<file path="src/rtl/epochtv1_vram_arb_if.sv">
// Bus bundle between the TV-1 VRAM arbiter (slave) and its requesters/VRAM pins (master).
interface epochtv1_vram_arb_if;
  logic        CE;
  logic        ACTIVE;
  logic        CPU_REQ;
  logic        CPU_WE;
  logic [11:0] CPU_A;
  logic        CPU_LANE;
  logic [7:0]  CPU_DI;
  logic [7:0]  CPU_DO;
  logic        CPU_ACK;
  logic        BG_REQ;
  logic        SPR_REQ;
  logic [11:0] BG_A;
  logic [11:0] SPR_A;
  logic        BG_GNT;
  logic        SPR_GNT;
  logic        BG_DV;
  logic        SPR_DV;
  logic [11:0] VAA;
  logic [11:0] VBA;
  logic [7:0]  VAD_I;
  logic [7:0]  VBD_I;
  logic [7:0]  VAD_O;
  logic [7:0]  VBD_O;
  logic        nVARD;
  logic        nVBRD;
  logic        nVAWR;
  logic        nVBWR;
  logic [3:0]  dbg_cpu_wait;
  logic [1:0]  dbg_win;

  modport slave (
    input  CE, ACTIVE, CPU_REQ, CPU_WE, CPU_A, CPU_LANE, CPU_DI,
    input  BG_REQ, SPR_REQ, BG_A, SPR_A, VAD_I, VBD_I,
    output CPU_DO, CPU_ACK, BG_GNT, SPR_GNT, BG_DV, SPR_DV,
    output VAA, VBA, VAD_O, VBD_O, nVARD, nVBRD, nVAWR, nVBWR,
    output dbg_cpu_wait, dbg_win
  );

  modport master (
    output CE, ACTIVE, CPU_REQ, CPU_WE, CPU_A, CPU_LANE, CPU_DI,
    output BG_REQ, SPR_REQ, BG_A, SPR_A, VAD_I, VBD_I,
    input  CPU_DO, CPU_ACK, BG_GNT, SPR_GNT, BG_DV, SPR_DV,
    input  VAA, VBA, VAD_O, VBD_O, nVARD, nVBRD, nVAWR, nVBWR,
    input  dbg_cpu_wait, dbg_win
  );
endinterface

</file>
<file path="src/rtl/epochtv1_vram_arb.sv">
// Slot arbiter for Epoch TV-1 VRAM buses A/B: one access per CE slot, grant then data phase.
// Optional CPU starvation guard: define EPOCHTV1_VRAM_ARB_STARVE_GUARD_EN.
module epochtv1_vram_arb #(
  parameter int unsigned WAIT_MAX = 8
) (
  input logic                 CLK,
  input logic                 RSTB,
  epochtv1_vram_arb_if.slave  bus
);

  if (WAIT_MAX < 1 || WAIT_MAX > 15) begin : g_bad_wait_max
    $error("WAIT_MAX must be in 1..15");
  end

  // Handshake: REQ is a level sampled on CE edges; GNT marks the grant slot, and
  // DV/ACK pulse for exactly the following slot. Nothing changes without CE.
  typedef enum logic [1:0] {
    WIN_NONE = 2'd0,
    WIN_BG   = 2'd1,
    WIN_SPR  = 2'd2,
    WIN_CPU  = 2'd3
  } win_e;

  win_e        win_q, win_d;
  logic        cpu_we_q, cpu_we_d;
  logic        cpu_lane_q, cpu_lane_d;
  logic [11:0] va_q, va_d;
  logic [7:0]  vad_o_q, vad_o_d;
  logic [7:0]  vbd_o_q, vbd_o_d;
  logic [7:0]  cpu_do_q, cpu_do_d;
  logic        nvard_q, nvard_d;
  logic        nvbrd_q, nvbrd_d;
  logic        nvawr_q, nvawr_d;
  logic        nvbwr_q, nvbwr_d;
  logic        cpu_ack_q, cpu_ack_d;
  logic        bg_dv_q, bg_dv_d;
  logic        spr_dv_q, spr_dv_d;
  logic        cpu_elig;
  logic        cpu_starved;

  // The CPU granted last slot is still in its data phase and cannot re-win yet.
  assign cpu_elig = bus.CPU_REQ && (win_q != WIN_CPU);

`ifdef EPOCHTV1_VRAM_ARB_STARVE_GUARD_EN
  localparam logic [3:0] WAIT_MAX_C = 4'(WAIT_MAX);
  logic [3:0] cpu_wait_q, cpu_wait_d;

  assign cpu_starved = cpu_elig && (cpu_wait_q == WAIT_MAX_C);

  always_comb begin
    cpu_wait_d = cpu_wait_q;
    if (bus.CE) begin
      if (!bus.CPU_REQ || win_d == WIN_CPU) begin
        cpu_wait_d = 4'd0;
      end else if (cpu_elig && cpu_wait_q != WAIT_MAX_C) begin
        cpu_wait_d = cpu_wait_q + 4'd1;
      end
    end
  end

  always_ff @(posedge CLK) begin
    if (!RSTB) cpu_wait_q <= 4'd0;
    else       cpu_wait_q <= cpu_wait_d;
  end

  assign bus.dbg_cpu_wait = cpu_wait_q;
`else
  assign cpu_starved      = 1'b0;
  assign bus.dbg_cpu_wait = 4'd0;
`endif

  always_comb begin
    win_d      = win_q;
    cpu_we_d   = cpu_we_q;
    cpu_lane_d = cpu_lane_q;
    va_d       = va_q;
    vad_o_d    = vad_o_q;
    vbd_o_d    = vbd_o_q;
    cpu_do_d   = cpu_do_q;
    nvard_d    = nvard_q;
    nvbrd_d    = nvbrd_q;
    nvawr_d    = nvawr_q;
    nvbwr_d    = nvbwr_q;
    cpu_ack_d  = cpu_ack_q;
    bg_dv_d    = bg_dv_q;
    spr_dv_d   = spr_dv_q;

    if (bus.CE) begin
      // Data phase of whatever was granted in the previous slot.
      bg_dv_d   = (win_q == WIN_BG);
      spr_dv_d  = (win_q == WIN_SPR);
      cpu_ack_d = (win_q == WIN_CPU);
      if (win_q == WIN_CPU && !cpu_we_q) begin
        cpu_do_d = cpu_lane_q ? bus.VBD_I : bus.VAD_I;
      end

      nvard_d = 1'b1;
      nvbrd_d = 1'b1;
      nvawr_d = 1'b1;
      nvbwr_d = 1'b1;

      win_d = WIN_NONE;
      if (cpu_starved) begin
        win_d = WIN_CPU;
      end else if (bus.ACTIVE) begin
        if      (bus.BG_REQ)  win_d = WIN_BG;
        else if (bus.SPR_REQ) win_d = WIN_SPR;
        else if (cpu_elig)    win_d = WIN_CPU;
      end else begin
        if      (cpu_elig)    win_d = WIN_CPU;
        else if (bus.SPR_REQ) win_d = WIN_SPR;
        else if (bus.BG_REQ)  win_d = WIN_BG;
      end

      case (win_d)
        WIN_BG: begin
          va_d    = bus.BG_A;
          nvard_d = 1'b0;
          nvbrd_d = 1'b0;
        end
        WIN_SPR: begin
          va_d    = bus.SPR_A;
          nvard_d = 1'b0;
          nvbrd_d = 1'b0;
        end
        WIN_CPU: begin
          va_d       = bus.CPU_A;
          cpu_we_d   = bus.CPU_WE;
          cpu_lane_d = bus.CPU_LANE;
          if (bus.CPU_WE) begin
            if (bus.CPU_LANE) begin
              nvbwr_d = 1'b0;
              vbd_o_d = bus.CPU_DI;
            end else begin
              nvawr_d = 1'b0;
              vad_o_d = bus.CPU_DI;
            end
          end else if (bus.CPU_LANE) begin
            nvbrd_d = 1'b0;
          end else begin
            nvard_d = 1'b0;
          end
        end
        default: ;
      endcase
    end
  end

  always_ff @(posedge CLK) begin
    if (!RSTB) begin
      win_q      <= WIN_NONE;
      cpu_we_q   <= 1'b0;
      cpu_lane_q <= 1'b0;
      va_q       <= 12'd0;
      vad_o_q    <= 8'd0;
      vbd_o_q    <= 8'd0;
      cpu_do_q   <= 8'd0;
      nvard_q    <= 1'b1;
      nvbrd_q    <= 1'b1;
      nvawr_q    <= 1'b1;
      nvbwr_q    <= 1'b1;
      cpu_ack_q  <= 1'b0;
      bg_dv_q    <= 1'b0;
      spr_dv_q   <= 1'b0;
    end else begin
      win_q      <= win_d;
      cpu_we_q   <= cpu_we_d;
      cpu_lane_q <= cpu_lane_d;
      va_q       <= va_d;
      vad_o_q    <= vad_o_d;
      vbd_o_q    <= vbd_o_d;
      cpu_do_q   <= cpu_do_d;
      nvard_q    <= nvard_d;
      nvbrd_q    <= nvbrd_d;
      nvawr_q    <= nvawr_d;
      nvbwr_q    <= nvbwr_d;
      cpu_ack_q  <= cpu_ack_d;
      bg_dv_q    <= bg_dv_d;
      spr_dv_q   <= spr_dv_d;
    end
  end

  assign bus.VAA     = va_q;
  assign bus.VBA     = va_q;
  assign bus.VAD_O   = vad_o_q;
  assign bus.VBD_O   = vbd_o_q;
  assign bus.CPU_DO  = cpu_do_q;
  assign bus.CPU_ACK = cpu_ack_q;
  assign bus.BG_GNT  = (win_q == WIN_BG);
  assign bus.SPR_GNT = (win_q == WIN_SPR);
  assign bus.BG_DV   = bg_dv_q;
  assign bus.SPR_DV  = spr_dv_q;
  assign bus.nVARD   = nvard_q;
  assign bus.nVBRD   = nvbrd_q;
  assign bus.nVAWR   = nvawr_q;
  assign bus.nVBWR   = nvbwr_q;
  assign bus.dbg_win = win_q;

endmodule
</file>
<file path="src/flat_wrapper.sv">
// flat-port wrapper written by rule: the top's interface ports become plain ports
module epochtv1_vram_arb_flat 
#(
  parameter int unsigned WAIT_MAX = 8
)
  (CLK, RSTB, bus_CE, bus_ACTIVE, bus_CPU_REQ, bus_CPU_WE, bus_CPU_A, bus_CPU_LANE, bus_CPU_DI, bus_BG_REQ, bus_SPR_REQ, bus_BG_A, bus_SPR_A, bus_VAD_I, bus_VBD_I, bus_CPU_DO, bus_CPU_ACK, bus_BG_GNT, bus_SPR_GNT, bus_BG_DV, bus_SPR_DV, bus_VAA, bus_VBA, bus_VAD_O, bus_VBD_O, bus_nVARD, bus_nVBRD, bus_nVAWR, bus_nVBWR, bus_dbg_cpu_wait, bus_dbg_win);
  epochtv1_vram_arb_if bus_i ();
  input logic CLK;
  input logic RSTB;
  input wire logic [$bits(bus_i.CE)-1:0] bus_CE;
  input wire logic [$bits(bus_i.ACTIVE)-1:0] bus_ACTIVE;
  input wire logic [$bits(bus_i.CPU_REQ)-1:0] bus_CPU_REQ;
  input wire logic [$bits(bus_i.CPU_WE)-1:0] bus_CPU_WE;
  input wire logic [$bits(bus_i.CPU_A)-1:0] bus_CPU_A;
  input wire logic [$bits(bus_i.CPU_LANE)-1:0] bus_CPU_LANE;
  input wire logic [$bits(bus_i.CPU_DI)-1:0] bus_CPU_DI;
  input wire logic [$bits(bus_i.BG_REQ)-1:0] bus_BG_REQ;
  input wire logic [$bits(bus_i.SPR_REQ)-1:0] bus_SPR_REQ;
  input wire logic [$bits(bus_i.BG_A)-1:0] bus_BG_A;
  input wire logic [$bits(bus_i.SPR_A)-1:0] bus_SPR_A;
  input wire logic [$bits(bus_i.VAD_I)-1:0] bus_VAD_I;
  input wire logic [$bits(bus_i.VBD_I)-1:0] bus_VBD_I;
  output wire logic [$bits(bus_i.CPU_DO)-1:0] bus_CPU_DO;
  output wire logic [$bits(bus_i.CPU_ACK)-1:0] bus_CPU_ACK;
  output wire logic [$bits(bus_i.BG_GNT)-1:0] bus_BG_GNT;
  output wire logic [$bits(bus_i.SPR_GNT)-1:0] bus_SPR_GNT;
  output wire logic [$bits(bus_i.BG_DV)-1:0] bus_BG_DV;
  output wire logic [$bits(bus_i.SPR_DV)-1:0] bus_SPR_DV;
  output wire logic [$bits(bus_i.VAA)-1:0] bus_VAA;
  output wire logic [$bits(bus_i.VBA)-1:0] bus_VBA;
  output wire logic [$bits(bus_i.VAD_O)-1:0] bus_VAD_O;
  output wire logic [$bits(bus_i.VBD_O)-1:0] bus_VBD_O;
  output wire logic [$bits(bus_i.nVARD)-1:0] bus_nVARD;
  output wire logic [$bits(bus_i.nVBRD)-1:0] bus_nVBRD;
  output wire logic [$bits(bus_i.nVAWR)-1:0] bus_nVAWR;
  output wire logic [$bits(bus_i.nVBWR)-1:0] bus_nVBWR;
  output wire logic [$bits(bus_i.dbg_cpu_wait)-1:0] bus_dbg_cpu_wait;
  output wire logic [$bits(bus_i.dbg_win)-1:0] bus_dbg_win;
  assign bus_i.CE = bus_CE;
  assign bus_i.ACTIVE = bus_ACTIVE;
  assign bus_i.CPU_REQ = bus_CPU_REQ;
  assign bus_i.CPU_WE = bus_CPU_WE;
  assign bus_i.CPU_A = bus_CPU_A;
  assign bus_i.CPU_LANE = bus_CPU_LANE;
  assign bus_i.CPU_DI = bus_CPU_DI;
  assign bus_i.BG_REQ = bus_BG_REQ;
  assign bus_i.SPR_REQ = bus_SPR_REQ;
  assign bus_i.BG_A = bus_BG_A;
  assign bus_i.SPR_A = bus_SPR_A;
  assign bus_i.VAD_I = bus_VAD_I;
  assign bus_i.VBD_I = bus_VBD_I;
  assign bus_CPU_DO = bus_i.CPU_DO;
  assign bus_CPU_ACK = bus_i.CPU_ACK;
  assign bus_BG_GNT = bus_i.BG_GNT;
  assign bus_SPR_GNT = bus_i.SPR_GNT;
  assign bus_BG_DV = bus_i.BG_DV;
  assign bus_SPR_DV = bus_i.SPR_DV;
  assign bus_VAA = bus_i.VAA;
  assign bus_VBA = bus_i.VBA;
  assign bus_VAD_O = bus_i.VAD_O;
  assign bus_VBD_O = bus_i.VBD_O;
  assign bus_nVARD = bus_i.nVARD;
  assign bus_nVBRD = bus_i.nVBRD;
  assign bus_nVAWR = bus_i.nVAWR;
  assign bus_nVBWR = bus_i.nVBWR;
  assign bus_dbg_cpu_wait = bus_i.dbg_cpu_wait;
  assign bus_dbg_win = bus_i.dbg_win;
  epochtv1_vram_arb #(.WAIT_MAX(WAIT_MAX)) u_core (.CLK(CLK), .RSTB(RSTB), .bus(bus_i));
endmodule
</file>
<file path="config.mk">
export PLATFORM = sky130hd
export DESIGN_NAME = epochtv1_vram_arb_flat
export DESIGN_NICKNAME = d
export VERILOG_FILES = /design/src/rtl/epochtv1_vram_arb_if.sv /design/src/rtl/epochtv1_vram_arb.sv /design/src/flat_wrapper.sv
export SDC_FILE = /design/constraint.sdc
export NUM_CORES = 1
export LEC_CHECK = 0
export ABC_AREA = 1
export BUFFER_PORTS_ARGS = -buffer_cell sky130_fd_sc_hd__buf_4
export CAP_MARGIN = 10
export CELL_PAD_IN_SITES_DETAIL_PLACEMENT = 0
export CELL_PAD_IN_SITES_GLOBAL_PLACEMENT = 1
export CORE_ASPECT_RATIO = 1.5
export CORE_MARGIN = 2
export CORE_UTILIZATION = 28
export CTS_BUF_LIST = sky130_fd_sc_hd__clkbuf_4
export DETAILED_ROUTE_END_ITERATION = 16
export GPL_TIMING_DRIVEN = 0
export PLACE_DENSITY_LB_ADDON = 0.1
export SLEW_MARGIN = 20
export SYNTH_ARGS = -nofsm -noshare
export SYNTH_HDL_FRONTEND = slang
export SYNTH_SLANG_ARGS = --single-unit
export TNS_END_PERCENT = 5
</file>
<file path="constraint.sdc">
create_clock -name CLK -period 1.3 [get_ports CLK]
set_input_delay 0 -clock CLK [delete_from_list [all_inputs] [get_ports CLK]]
set_output_delay 0 -clock CLK [all_outputs]
set_load 0.02 [all_outputs]
</file>
; ---- Word-level counts from Yosys, hierarchy flattened
; Index checks and enable logic that the tools add are counted.
[classes]
n_eq_ne = 7
muxes = 20
bitwise = 1
n_reduce_logical = 10
[ops]
columns = op, n
row1 = $pmux 12 s3, 1
row2 = $mux 2, 7
row3 = $mux 1, 9
row4 = $eq 2x2->1 const B, 4
row5 = $mux 8, 1
row6 = $reduce_and 4->1, 2
row7 = $reduce_and 2->1, 3
row8 = $eq 2x1->1 const B, 2
row9 = $pmux 1 s2, 2
row10 = $reduce_bool 3->1, 1
row11 = $logic_and 1x1->1, 2
row12 = $ne 2x2->1 const B, 1
row13 = $reduce_or 2->1, 1
row14 = $logic_not 1->1, 1
row15 = $not 1->1, 1
[totals]
register_bits = 47
inputBits = 69
wordCells = 52

; ---- Depth between registers and ports, before layout
; Gate-level depths: netlist of run 1.
[depth]
ltp_word = 10
ltp_mapped = 10
mapped_depth_nobuf = 9

; ---- Worst setup path before layout of run 1
; OpenSTA, ideal clock, no wires.
[synth_timing]
path_type = reg2reg
from = register u_core.win_q[0] (netlist: u_core.bus.dbg_win[0])
to = register u_core.va_q[10] (netlist: u_core.bus.VAA[10])
t_arrival_ps = 1314
required_time_ps = 1183
slack_ps = -131
path_stages_with_launch = 9
cell_sequence = dfxtp_1 nand2_1 nand3_2 nand2_4 nand2_2 nand2_4 buf_6 o21ai_0 nor2_1
[synth_between]
elab_chain_len = 10
[synth_rtl]
columns = item, line_no
row1 = start: declaration, epochtv1_vram_arb.sv:24  ; win_e win_q, win_d;
row2 = start signal: assignment, epochtv1_vram_arb.sv:166  ; win_q <= win_d;
row3 = $ne 2x2->1 (*), epochtv1_vram_arb.sv:42  ; assign cpu_elig = bus.CPU_REQ && (win_q != WIN_CPU);
row4 = $logic_and 1x1->1 (*), epochtv1_vram_arb.sv:42
row5 = $mux 2, epochtv1_vram_arb.sv:108  ; else if (cpu_elig) win_d = WIN_CPU;
row6 = $mux 2, epochtv1_vram_arb.sv:107  ; else if (bus.SPR_REQ) win_d = WIN_SPR;
row7 = $mux 2, epochtv1_vram_arb.sv:106  ; if (bus.BG_REQ) win_d = WIN_BG;
row8 = $mux 2 (*), epochtv1_vram_arb.sv:105  ; end else if (bus.ACTIVE) begin
row9 = $mux 2 (*), epochtv1_vram_arb.sv:88  ; if (bus.CE) begin
row10 = $eq 2x1->1 or $eq 2x2->1 (tied branches), epochtv1_vram_arb.sv:115  ; case (win_d)
row11 = $reduce_bool 3->1 (no source line), n/a
row12 = $reduce_and 2->1 (no source line), n/a
row13 = end signal: assignment, epochtv1_vram_arb.sv:169  ; va_q <= va_d;
row14 = end: declaration, epochtv1_vram_arb.sv:27  ; logic [11:0] va_q, va_d;
; Every way passes the cells marked *; elsewhere a longest branch is shown, timed or not. The select of a mux whose other input is x is not followed.
; A chain may end at the register's enable or synchronous reset.

; ---- Worst setup path after layout of run 1
[layout_timing]
from = register u_core.win_q[1] (netlist: u_core.bus.dbg_win[1])
to = register u_core.vbd_o_q[5] (netlist: u_core.bus.VBD_O[5])
[layout_between]
elab_chain_len = 9
[layout_rtl]
columns = item, line_no
row1 = $ne 2x2->1 (*), epochtv1_vram_arb.sv:42
row2 = $logic_and 1x1->1 (*), epochtv1_vram_arb.sv:42
row3 = $mux 2, epochtv1_vram_arb.sv:108
row4 = $mux 2, epochtv1_vram_arb.sv:107
row5 = $mux 2, epochtv1_vram_arb.sv:106
row6 = $mux 2 (*), epochtv1_vram_arb.sv:105
row7 = $mux 2 (*), epochtv1_vram_arb.sv:88
row8 = $eq 2x2->1 (*), epochtv1_vram_arb.sv:115
row9 = $reduce_and 4->1 (no source line) (*), n/a
row10 = end signal: assignment, epochtv1_vram_arb.sv:171  ; vbd_o_q <= vbd_o_d;
row11 = end: declaration, epochtv1_vram_arb.sv:29  ; logic [7:0] vbd_o_q, vbd_o_d;
; Marked as above.

==> results_dict.tcl, run 1 <==
set metrics [dict create \
    crit_path_max_fanout 5 \
    n_diodes 0 \
    design.final.nets 654 \
    netlist_instances 370 \
    drt-pass1-iter-count 6 \
    worstHoldPathCells 5 \
    highest-signal-layer "met4" \
    pin_count 132 \
    dr_total_vias 2995 \
    track_usage_pct 17.4 \
    swShare_pct 31.4 \
    clock_sinks 47 \
    route.detailed.drc 0 \
    grt_pass1_wl_um 13300 \
    die_h_um 121 \
    achievable-frequency_mhz 741 \
    detailedPlacementHpwl_um 6040 \
    comb_power_share_pct 36.1 \
    final_antenna_net_count 0 \
    fp-row-count 42 \
    coreArea_um2 8830 \
    worstPathArrival_ns 1.64 \
    hold-worst-slack_ns 0.0407 \
    port_buffers 126 \
    finalWirelength_um 8650 \
    wl_met1_um 3550 \
    synth-seq-cells 47 \
    routed-wl-met2_um 4490 \
    clock_power_share_pct 23.5 \
    floorplan.initialDensity_pct 29.0 \
    antenna_violations_before_repair 0 \
    hold_path_startpoint "bus_CPU_REQ" \
    fin_skew_ns 0.0109 \
    detail_route.wl_per_cell_um 12.4 \
    cts-root-buf "sky130_fd_sc_hd__clkbuf_4" \
    met3_layer_wire_length_in_the_routed_design_um 501 \
    drv_cap 0 \
    vias_per_cell 4.30 \
    ir_drop_mv 0.463 \
    final.period_utilization_pct 104 \
    worstSetupStartpointType "flip-flop" \
    number_of_global_route_vias_before_repair 2944 \
    final_critical_path_setup_slack_ns -0.0499 \
    overflow 0 \
    crit-reg2reg-capture "u_core.bus.VBD_O[5]" \
    setup.worst_path.end_class "flip-flop" \
    maxSlewViolCount 0 \
    cts_tree "built" \
    crit_required_ns 1.59 \
    dieArea_um2 9930 \
    yosysSeqAreaShare_pct 36.8 \
    worst_r2r_path_depth 8 \
    report.final.hold_viol_count 0 \
    drive_above_1_share_pct 35.2 \
    syn_area_um2 2560 \
    power_per_cell_area_nw_per_um2 834 \
    power_switching_mw 1.23 \
    rsz0062_at_grt "yes" \
    period_needed_ns 1.35 \
    hold_end "u_core.bus.dbg_win[0]" \
    status "complete, but fails checks" \
    reg2reg_slack_ns -0.05 \
    maximum_number_of_pins_on_one_net_before_global_route_repair 16 \
    power.static_leakage_nw 2.35 \
    inserted_clock_buffers 5 \
    latest_clock_arrival_within_the_worst_skew_pair_ns 0.38 \
    min_path_type "in2reg" \
    yosys_warnings 0 \
    detail_route.iter0.violations 81 \
    failed_checks "setup timing" \
    utilization_pct 53.0 \
    cts-root-to-sink-buffers 2 \
    ctsHtreeMaxLevel 2 \
    sequentialPowerShare_pct 40.3 \
    gp_congestion 0.778 \
    report.final.setup_viol 30 \
    yosys.cell_types.count 27 \
    postSynthAreaPerCell_um2 6.91 \
    area_growth_syn_to_layout_pct 83.0 \
    cts.reportedPaths.clkPinSlew_ns 0.15 \
    crit_type "reg2reg" \
    die_width_um 82.0 \
    internal_power_mw 2.68 \
    crit_reg_reg_startpoint "u_core.bus.dbg_win[1]" \
]
[worst max-delay path, stage by stage (launching register included)]
cell and delay [ns]:
sky130_fd_sc_hd__dfxtp_4 0.38, sky130_fd_sc_hd__nand2_4 0.08, sky130_fd_sc_hd__nand3_4 0.09, sky130_fd_sc_hd__buf_6 0.13, sky130_fd_sc_hd__a21oi_4 0.20, sky130_fd_sc_hd__buf_6 0.15
sky130_fd_sc_hd__nand4_1 0.10, sky130_fd_sc_hd__nand2_1 0.09, sky130_fd_sc_hd__nor2_1 0.04
[final cells by class]
class / instances / area [um2]
fillers: 858 / 4150
repair buffers: 205 / 1780
multi-input cells: 243 / 1260
flip-flops and latches: 47 / 948
plain buffers: 34 / 287
inverters: 49 / 184
well taps: 110 / 138
clock inverters: 3 / 43.8
clock buffers: 5 / 37.5
[layer usage]
metal	vias to the layer above	GRT usage, %
met1	1323	18.8
met3	6	3.20
li1	1578	-
met4	0	5.00
met2	88	33.1
met5	-	0
[cell usage after synthesis (all sizes together)]
cell type / instances / area [um2]
nor2: 45 / 179
nand2: 95 / 377
buf: 30 / 239
a21oi: 15 / 86.3
conb: 1 / 3.75
o21ai: 25 / 125
or2: 1 / 6.26
inv: 48 / 180
a21boi: 1 / 11.3
dfxtp: 47 / 941
nand3: 30 / 160
o211ai: 1 / 7.51
nand4: 18 / 143
clkbuf: 4 / 15.0
clkinv: 1 / 3.75
mux2i: 8 / 80.1
[power by group through the flow]
| stage | registers (mW) | clock network [mW] | logic (mW) |
|---|---|---|---|
| 6_report | 1.57 | 0.919 | 1.41 |
| 4_1_cts | 1.57 | 0.974 | 1.39 |
| 3_5_place_dp | 1.61 | 0 | 1.09 |
| 2_1_floorplan | 1.69 | 0 | 0.542 |
| 3_3_place_gp | 1.61 | 0 | 1.09 |
| 5_1_grt | 1.58 | 1.00 | 1.54 |
[cells in the final DEF, fill, tap and decap left out, drive strengths merged, types with 3 or more instances in the layout]
master,Yosys,routed
clkinv,1,3
o21ai,25,25
mux2i,8,8
buf,30,170
nand4,18,18
nand3,30,30
a21oi,15,15
inv,48,48
nand2,95,95
dfxtp,47,47
clkbuf,4,9
dlygate4sd3,0,64
nor2,45,45
conb,1,4
[worst max path at each step]
stage / cells after the start / slack, ns / from / end
3_3_place_gp: 9 / -0.17 / u_core.bus.dbg_win[0] / u_core.bus.VAA[7]
2_1_floorplan: 9 / 0.01 / u_core.bus.dbg_win[0] / u_core.bus.VAA[6]
3_5_place_dp: 9 / -0.19 / u_core.bus.dbg_win[0] / u_core.bus.VAA[7]
5_1_grt: 8 / -0.16 / u_core.bus.dbg_win[1] / u_core.bus.VBD_O[5]
6_report: 8 / -0.05 / u_core.bus.dbg_win[1] / u_core.bus.VBD_O[5]
4_1_cts: 8 / -0.08 / u_core.bus.dbg_win[1] / u_core.bus.VBD_O[5]
[kinds of logic (layout without fill, tap and decap cells)]
group / after synthesis / in the layout / synth area share, %
AOI/OAI and AO/OA: 42 / 42 / 9.00
buffers and inverters: 83 / 296 / 17.1
DFF: 47 / 47 / 36.8
muxes: 8 / 8 / 3.13
other: 1 / 4 / 0.147
and+or+nand+nor: 189 / 189 / 33.8
[per-stage QoR]
stage | power, mW | worst slack (ns) | cell area [um2] | TNS (ns) | cells
2_1_floorplan | 2.23 | 0.0105 | 2580 | 0 | 373
3_3_place_gp | 2.70 | -0.166 | 3660 | -3.55 | 609
3_5_place_dp | 2.70 | -0.186 | 3660 | -4.07 | 609
4_1_cts | 3.94 | -0.0809 | 4630 | -1.35 | 694
5_1_grt | 4.13 | -0.160 | 4680 | -3.60 | 696
6_report | 3.90 | -0.0499 | 4680 | -0.626 | 696
[state kept, by name (all words and copies together) (netlist names)]
signal	count
u_core.bus.CPU_ACK	1
u_core.bus.CPU_DO	8
u_core.bus.dbg_win	2
u_core.bus.VAA	12
u_core.bus.nVARD	1
u_core.bus.nVBWR	1
u_core.bus.SPR_DV	1
u_core.bus.BG_DV	1
u_core.cpu_we_q	1
u_core.bus.VAD_O	8
u_core.bus.VBD_O	8
u_core.bus.nVAWR	1
u_core.cpu_lane_q	1
u_core.bus.nVBRD	1
[timing repair]
action	4_1_cts	5_1_grt
gates resized for setup	31	13
gates cloned	3	0
hold buffers	64	0
endpoints found under the hold margin	42	0
setup buffers	10	2
pin swaps	9	4
setup endpoints to repair	36	39
Note: power is estimated with default switching activity, not from simulation.
==> run 2, diff against run 1 <==
--- a/config.mk
+++ b/config.mk
@@ -17,4 +17,5 @@
 export DETAILED_ROUTE_END_ITERATION = 16
 export GPL_TIMING_DRIVEN = 0
+export MAX_ROUTING_LAYER = met4
 export PLACE_DENSITY_LB_ADDON = 0.1
 export SLEW_MARGIN = 20
==> constraint.sdc (replaced) <==
create_clock -name CLK -period 1.3 [get_ports CLK]
set_input_delay 0.39 -clock CLK [delete_from_list [all_inputs] [get_ports CLK]]
set_output_delay 0.39 -clock CLK [all_outputs]
set_load 0.02 [all_outputs]
==> run 2 against run 1 <==
  * The run still ends with setup timing left
  * Largest power group unchanged
  * Total power down 1.8%
  * Utilization down 4.8 points
  * Setup slack worse by 0.14 ns
  * Critical path type is now reg2out
  * Count of clock-buffer cells in the layout unchanged
  * Sequential share of layout area up 3.3 points
  * Sequential power about the same
  * Non-clock buffer count down 62
  * Via count down 7.6%
  * Fmax down 9.6%
  * Die area unchanged
  * Clock power down 0.4%
  * Global-route usage down 0.86 points
==> results_dict.tcl, run 2 (same netlist as run 1, synthesis figures left out) <==
set metrics [dict create \
    fin_skew_ns 0.0117 \
    grt_pass1_wl_um 12200 \
    fp-row-count 42 \
    rsz0062_at_grt "yes" \
    detailedPlacementHpwl_um 6040 \
    inserted_clock_buffers 5 \
    drv_cap 0 \
    drive_above_1_share_pct 46.8 \
    coreArea_um2 8830 \
    n_diodes 0 \
    pin_count 132 \
    achievable-frequency_mhz 670 \
    clock_sinks 47 \
    drt-pass1-iter-count 4 \
    setup.worst_path.end_class "output pin" \
    detail_route.wl_per_cell_um 12.6 \
    cts.reportedPaths.clkPinSlew_ns 0.15 \
    floorplan.initialDensity_pct 29.0 \
    vias_per_cell 4.36 \
    worstSetupStartpointType "flip-flop" \
    cts-root-buf "sky130_fd_sc_hd__clkbuf_4" \
    antenna_violations_before_repair 0 \
    largest_register_ffs 12 \
    clock_power_share_pct 23.9 \
    design.final.nets 592 \
    report.final.setup_viol 50 \
    sequentialPowerShare_pct 41.8 \
    finalWirelength_um 8010 \
    comb_power_share_pct 34.3 \
    maximum_number_of_pins_on_one_net_before_global_route_repair 16 \
    swShare_pct 31.3 \
    dp_area_um2 3660 \
    post_cts_hold_buffer_count 0 \
    final_critical_path_setup_slack_ns -0.193 \
    gp_congestion 0.789 \
    report.final.hold_viol_count 0 \
    dieArea_um2 9930 \
    overflow 0 \
    hold-worst-slack_ns 0.300 \
    ir_drop_mv 0.538 \
    ctsHtreeMaxLevel 2 \
    most_used_cells_in_the_layout_excluding_fill_and_tap_cells "sky130_fd_sc_hd__buf_4 (103), sky130_fd_sc_hd__nand2_1 (86), sky130_fd_sc_hd__buf_6 (61)" \
    route.detailed.drc 0 \
    crit_required_ns 0.91 \
    number_of_global_route_vias_before_repair 2635 \
    final_antenna_net_count 0 \
    cts-root-to-sink-buffers 2 \
    status "complete, but fails checks" \
    min_path_type "in2reg" \
    layout_commonest_cell "sky130_fd_sc_hd__buf_4" \
    latest_clock_arrival_within_the_worst_skew_pair_ns 0.38 \
    die_h_um 121 \
    detail_route.iter0.violations 90 \
    period_needed_ns 1.49 \
    utilization_pct 48.2 \
    power_per_cell_area_nw_per_um2 901 \
    cts_tree "built" \
    port_buffers 126 \
    die_width_um 82.0 \
    failed_checks "setup timing" \
    dp_worst_setup_slack_ns -0.326 \
    crit_path_max_fanout 4 \
    worstPathArrival_ns 1.10 \
    power_switching_mw 1.20 \
    track_usage_pct 16.5 \
    maxSlewViolCount 0 \
    dr_total_vias 2767 \
    power.static_leakage_nw 2.12 \
    crit_type "reg2out" \
    report.power.total_mw 3.83 \
    finish.instance_area_um2 4260 \
    final.period_utilization_pct 115 \
    area_growth_syn_to_layout_pct 66.4 \
    internal_power_mw 2.64 \
]
run 2: cell count changes in the layout (fill, tap and decap cells not counted), moves of 7 or more:
| cell | before | now |
|---|---|---|
| sky130_fd_sc_hd__buf_6 | 13 | 61 |
| sky130_fd_sc_hd__dlygate4sd3_1 | 64 | 0 |
| sky130_fd_sc_hd__o21ai_1 | 13 | 6 |
| sky130_fd_sc_hd__dfxtp_2 | 0 | 38 |
| sky130_fd_sc_hd__buf_4 | 148 | 103 |
| sky130_fd_sc_hd__o21ai_0 | 11 | 19 |
| sky130_fd_sc_hd__dfxtp_1 | 45 | 5 |
run 2: metrics by stage:
| step | instances | setup TNS [ns] |
|---|---|---|
| after CTS | 629 | -6.15 |
| final | 634 | -3.22 |
| after global placement | 609 | -9.46 |
| after global routing | 634 | -8.17 |
| after detailed placement | 609 | -9.81 |
| after floorplan | 373 | 0 |
run 2: path summary, 6_finish.rpt:
kind                                       startpoint              endpoint  slack (ns)  cells past startpoint
worst min register to register       u_core.bus.nVBRD      u_core.bus.nVBRD        0.48                      2
worst max-delay path            u_core.bus.dbg_win[0]            bus_BG_GNT       -0.19                      4
worst max register to register  u_core.bus.dbg_win[0]     u_core.bus.VAA[3]       -0.12                      8
worst min-delay path                     bus_VAD_I[2]  u_core.bus.CPU_DO[2]        0.30                      3
run 2: layer usage:
metal / global-route usage, % / up-vias / share of wire [%]
met5: - / - / 0
met4: 5.00 / 0 / 1.3
met3: 2.98 / 7 / 5.8
met2: 29.8 / 82 / 51
met1: 18.0 / 1219 / 42
li1: - / 1459 / -
run 2: final cells by class:
type / count / area [um2]
timing repair buffer: 143 / 1290
buffer: 34 / 322
inverter: 49 / 186
sequential: 47 / 1000
fill: 901 / 4570
clock inverter: 3 / 43.8
tap: 110 / 138
multi-input combinational: 243 / 1230
clock buffer: 5 / 37.5
run 2: worst max-delay path: stages, from the launching register on:
cell                      delay [ns]
sky130_fd_sc_hd__dfxtp_4        0.39
sky130_fd_sc_hd__buf_12         0.13
sky130_fd_sc_hd__nand2_4        0.06
sky130_fd_sc_hd__inv_2          0.03
sky130_fd_sc_hd__buf_6          0.12
run 2: power groups by stage:
stage / Clock [mW] / Combinational (mW) / Sequential, mW
4_1_cts: 0.974 / 1.27 / 1.60
5_1_grt: 1.01 / 1.44 / 1.62
2_1_floorplan: 0 / 0.542 / 1.69
3_3_place_gp: 0 / 1.09 / 1.61
6_report: 0.915 / 1.31 / 1.60
3_5_place_dp: 0 / 1.09 / 1.61
run 2: what timing repair did:
action / in CTS / in global routing
hold endpoints to repair: 0 / 0
setup buffers: 11 / 4
gates resized for setup: 78 / 40
pin swaps: 4 / 5
gates cloned: 1 / 1
setup endpoints to repair: 79 / 90
